--- config.mk ---
export PLATFORM = sky130hd
export DESIGN_NAME = compare8_minmax_ctrl
export DESIGN_NICKNAME = d
export VERILOG_FILES = /design/src/rtl/compare8_minmax_ctrl.sv
export SDC_FILE = /design/constraint.sdc
export NUM_CORES = 1
export LEC_CHECK = 0
export CAP_MARGIN = 20
export CORE_MARGIN = 2
export CORE_UTILIZATION = 44
export CTS_CLUSTER_SIZE = 16
export DETAILED_ROUTE_END_ITERATION = 16
export PLACE_DENSITY = 0.81
export SETUP_SLACK_MARGIN = 0.02
export SLEW_MARGIN = 20
export SYNTH_ARGS = -nofsm -noshare
export SYNTH_HDL_FRONTEND = slang
export SYNTH_SLANG_ARGS = --single-unit
--- constraint.sdc ---
create_clock -name iClk -period 1.7 [get_ports iClk]
set_clock_uncertainty 0.1 [all_clocks]
set_input_delay 0.34 -clock iClk [delete_from_list [all_inputs] [get_ports iClk]]
set_output_delay 0.34 -clock iClk [all_outputs]
set_load 0.02 [all_outputs]
--- src/rtl/compare8_minmax_ctrl.sv ---
// Burst max/min finder that time-shares one external combinational 8-bit comparator.
// Optional macro MINMAX_INDEX_EN adds oMaxIdx/oMinIdx burst-position outputs.
module compare8_minmax_ctrl #(
  parameter int unsigned CNT_W = 8
) (
  input  logic             iClk,
  input  logic             iRst,
  input  logic             iValid,
  output logic             oReady,
  input  logic [7:0]       iData,
  input  logic             iLast,
  output logic [7:0]       oCmp_a,
  output logic [7:0]       oCmp_b,
  input  logic [2:0]       iCmp,
  output logic             oBusy,
  output logic             oDone,
  output logic [7:0]       oMax,
  output logic [7:0]       oMin,
  output logic [CNT_W-1:0] oCount,
`ifdef MINMAX_INDEX_EN
  output logic [CNT_W-1:0] oMaxIdx,
  output logic [CNT_W-1:0] oMinIdx,
`endif
  output logic             oErr
);

  typedef enum logic [1:0] {
    S_IDLE,
    S_CMP_MAX,
    S_CMP_MIN,
    S_DONE
  } state_t;

  localparam logic [CNT_W-1:0] CNT_MAX = '1;
  localparam logic [CNT_W-1:0] CNT_ONE = CNT_W'(1);

  state_t     state;
  state_t     nextState;
  logic [7:0] rSample;
  logic       rLast;
  logic       accept;
  logic       cmpOk;
  logic       aGreater;
  logic       aLess;
`ifdef MINMAX_INDEX_EN
  logic [CNT_W-1:0] rIdx;
`endif

  always_comb begin
    oReady   = (state == S_IDLE);
    oDone    = (state == S_DONE);
    accept   = iValid && oReady;
    cmpOk    = (iCmp == 3'b100) || (iCmp == 3'b010) || (iCmp == 3'b001);
    aGreater = (iCmp == 3'b100);
    aLess    = (iCmp == 3'b001);
  end

  always_ff @(posedge iClk) begin
    if (iRst) state <= S_IDLE;
    else      state <= nextState;
  end

  always_comb begin
    nextState = state;
    case (state)
      S_IDLE: begin
        if (accept) begin
          // First sample seeds max/min directly; iLast is used since rLast is loaded on this same edge.
          if (!oBusy) nextState = iLast ? S_DONE : S_IDLE;
          else        nextState = S_CMP_MAX;
        end
      end
      S_CMP_MAX: nextState = S_CMP_MIN;
      S_CMP_MIN: nextState = rLast ? S_DONE : S_IDLE;
      S_DONE:    nextState = S_IDLE;
      default:   nextState = S_IDLE;
    endcase
  end

  always_ff @(posedge iClk) begin
    if (iRst) begin
      rSample <= '0;
      rLast   <= 1'b0;
      oBusy   <= 1'b0;
      oErr    <= 1'b0;
      oMax    <= '0;
      oMin    <= '0;
      oCount  <= '0;
      oCmp_a  <= '0;
      oCmp_b  <= '0;
`ifdef MINMAX_INDEX_EN
      rIdx    <= '0;
      oMaxIdx <= '0;
      oMinIdx <= '0;
`endif
    end else begin
      case (state)
        S_IDLE: begin
          if (accept) begin
            rSample <= iData;
            rLast   <= iLast;
            if (!oBusy) begin
              oBusy   <= 1'b1;
              oMax    <= iData;
              oMin    <= iData;
              oCount  <= CNT_ONE;
`ifdef MINMAX_INDEX_EN
              oMaxIdx <= '0;
              oMinIdx <= '0;
`endif
            end else begin
              // Operands are registered here so they are stable for the whole compare cycle.
              oCmp_a <= iData;
              oCmp_b <= oMax;
              if (oCount != CNT_MAX) oCount <= oCount + CNT_ONE;
`ifdef MINMAX_INDEX_EN
              rIdx <= oCount;
`endif
            end
          end
        end
        S_CMP_MAX: begin
          if (!cmpOk) begin
            oErr <= 1'b1;
          end else if (aGreater) begin
            oMax <= rSample;
`ifdef MINMAX_INDEX_EN
            oMaxIdx <= rIdx;
`endif
          end
          oCmp_a <= rSample;
          oCmp_b <= oMin;
        end
        S_CMP_MIN: begin
          if (!cmpOk) begin
            oErr <= 1'b1;
          end else if (aLess) begin
            oMin <= rSample;
`ifdef MINMAX_INDEX_EN
            oMinIdx <= rIdx;
`endif
          end
        end
        S_DONE: begin
          oBusy <= 1'b0;
        end
        default: ;
      endcase
    end
  end

endmodule

==> flow_summary_export.csv <==
group,metric,value,unit
setup_path,cpMaxStageDelayCell,"dfxtp_4",
sta,fmax,611,MHz
floorplanning,io_pins,59,
grt,grt_usage,19.7,%
synthesis,avgSynthCellArea,9.35,µm²
synthesis,syn_area,2420,µm²
layout,fin_cells,406,
clocking,htreeDepth,2,
job,cap_violations,0,
clocking,cts_inserted_buffers,5,
setup_path,slowest_delay,0.37,ns
setup_path,crit_chain,"inv_4, ha_4, clkdlybuf4s15_2",
layout,drive_gt1_share,18.9,%
power_and_ir_drop,p_leak,1.43,nW
sta,report.final.slew_viol_count,0,
layout,layout_commonest_cell,"dfxtp_1",
grt,antenna_found_initial,0,
detailed_routing,dr.pass1.iters,4,
clocking,postCtsHoldBufs,0,
placed_design,place.gp.congestion,0.779,
detailed_routing,dr.first_iter.drc_count,146,
placed_design,dp.cells,391,
synthesis,syn-num-nets,279,
floorplanning,fp.dieW,78.2,µm
synthesis,synth-main-ff-cell,"dfxtp_1",
layout,utilization,63.6,%
layout,layout_common_cells,"dfxtp_1, nor2_1, dlygate4sd2_1",
power_and_ir_drop,power.density,1170,nW/µm²
sta,fin_crit,1.64,ns
min_path,hold_path_class,"register to register",
synthesis,netlist_instances,259,
detailed_routing,drc,0,
sta,final_hold_viol_count,0,
floorplanning,start_util,44.8,%
clocking,clk_latency,0.31,ns
floorplanning,die-area,6110,µm²
synthesis,synth_async_sr_flop_share,0,%
synthesis,yosysWarnings,0,
floorplanning,core,5410,µm²
setup_path,crit_required,1.26,ns
synthesis,synth_seq_cells,53,
power_and_ir_drop,ir_drop,572,µV
detailed_routing,wirelength,6.22,mm
clocking,cts.sinks,53,
clocking,cts_root_buf,"clkbuf_8",
sta,tightest_slew,0.374,ns
clocking,cts.clk_slew.worst_paths,0.10,ns
clocking,cts_tree,"yes",
layout,n_fill_cell,454,
grt,grt_start_max_net_pins,33,
detailed_routing,routedWlPerCell,15.3,µm
sta,hold_slack,0.369,ns
synthesis,synthTopCellsByArea,"dfxtp_1, mux2i_1, a211oi_1",
synthesis,synth_top_cell_area_share,43.8,%
synthesis,synth_top_area_cell,"dfxtp_1",
sta,setup_viol,0,
detailed_routing,num_vias,2171,
setup_path,worstPathArrival,1.20,ns
setup_path,setup.worst_path.class,"register to primary output",
synthesis,yosysSeqAreaShare,43.8,%
setup_path,cp_max_fo,5,
floorplanning,rows,27,
status,outcome,"finished clean",
placed_design,place_hpwl,4.32,mm
sta,max_slew_margin,74.3,%
layout,nNetsFinal,353,
setup_path,start_kind,"register",
sta,finalCritPeriodShare,96.3,%
grt,grt_overflow,0,
power_and_ir_drop,power,4.03,mW
layout,area_delta_synth_final,41.9,%
setup_path,r2r_cells,8,
placed_design,io_buffers,58,
setup_path,crit_path_end_kind,"primary output",
layout,diodes,0,
synthesis,synth_edf_count,0,
grt,grt_pass1_wl,9.61,mm
clocking,cts.path.max_buffers,2,
grt,grt_pass1_vias,1986,
floorplanning,die_y,78.2,µm
detailed_routing,vias_per_cell,5.35,
synthesis,synth_cell_types,34,
min_path,hold_depth,2,
detailed_routing,ant_nets,0,
## registers in the layout, summed over array words and instances, names as in the netlist
| signal | flops |
|---|---|
| oCmp_a | 8 |
| oCmp_b | 8 |
| oCount | 8 |
| oMax | 8 |
| oMin | 8 |
| rSample | 8 |
| state | 2 |
| oBusy | 1 |
| oErr | 1 |
| rLast | 1 |
## critical path: cells and delay by family (launching register included)
kind	cells	cell delay (ns)
adder cells (fa/ha/maj)	1	0.17
flip-flops	1	0.37
buffers and inverters	2	0.34
## Yosys cell counts, drive strengths merged, types with 4 or more instances
cell / number
clkbuf: 6
a211oi: 32
dfxtp: 53
buf: 12
mux2i: 26
ha: 5
inv: 5
nor2: 45
a21oi: 17
xor2: 4
nand2: 24
o21ai: 5
## layout make-up
cell class / count / area, µm² / share of cell area (%)
tap: 72 / 90.1 / 2.62
timing repair buffer: 85 / 838 / 24.4
clock buffer: 5 / 68.8 / 2.00
clock inverter: 3 / 21.3 / 0.619
inverter: 5 / 23.8 / 0.692
sequential: 53 / 1070 / 31.1
multi-input combinational: 183 / 1320 / 38.5
## stage by stage
| step | instance area, µm² | setup WS (ns) | TNS (ns) |
|---|---|---|---|
| floorplan | 2440 | 0.0313 | 0 |
| global placement | 3210 | -0.155 | -3.43 |
| detailed placement | 3210 | -0.263 | -6.04 |
| CTS | 3270 | 0.0220 | 0 |
| global route | 3440 | -0.00765 | -0.00765 |
| finish | 3440 | 0.0627 | 0 |
## path summary, 6_finish.rpt
kind / start / to / slack [ns]
worst min-delay path: rLast / rLast / 0.37
worst max register to register: state[1] / oMin[0] / 0.07
worst max-delay path: state[1] / oReady / 0.06
worst min register to register: rLast / rLast / 0.37
## report_power, final
| group | switching, mW | internal [mW] |
|---|---|---|
| registers | 0.150 | 1.45 |
| logic | 0.927 | 0.781 |
| clock network | 0.431 | 0.293 |
| total | 1.51 | 2.53 |
## metal layers
metal | part of all wire, % | track usage, % | vias to the layer above | wire length (µm)
li1 | - | - | 1067 | -
met1 | 43 | 26.2 | 1022 | 2670
met2 | 49 | 31.3 | 69 | 3070
met3 | 4.7 | 2.87 | 13 | 294
met4 | 3.0 | 9.65 | 0 | 184
met5 | 0 | 0 | - | 0
## timing repair
action	in CTS	in global routing
endpoints found under the hold margin	0	0
gates cloned	0	2
buffers inserted	0	5
pin swaps	1	7
setup endpoints to repair	59	36
gates resized for setup	52	18
## logic make-up (layout without fill, tap and decap cells)
kind of cell | Yosys count | in the layout | synth area share [%]
AOI/OAI and AO/OA | 64 | 64 | 20.1
muxes | 26 | 26 | 10.7
buffers and inverters | 23 | 98 | 5.37
and+or+nand+nor | 84 | 84 | 15.9
DFF | 53 | 53 | 43.8
xor gates and xnor gates | 4 | 4 | 1.45
adders and majority gates | 5 | 5 | 2.58
Note: power is estimated with default switching activity, not from simulation.
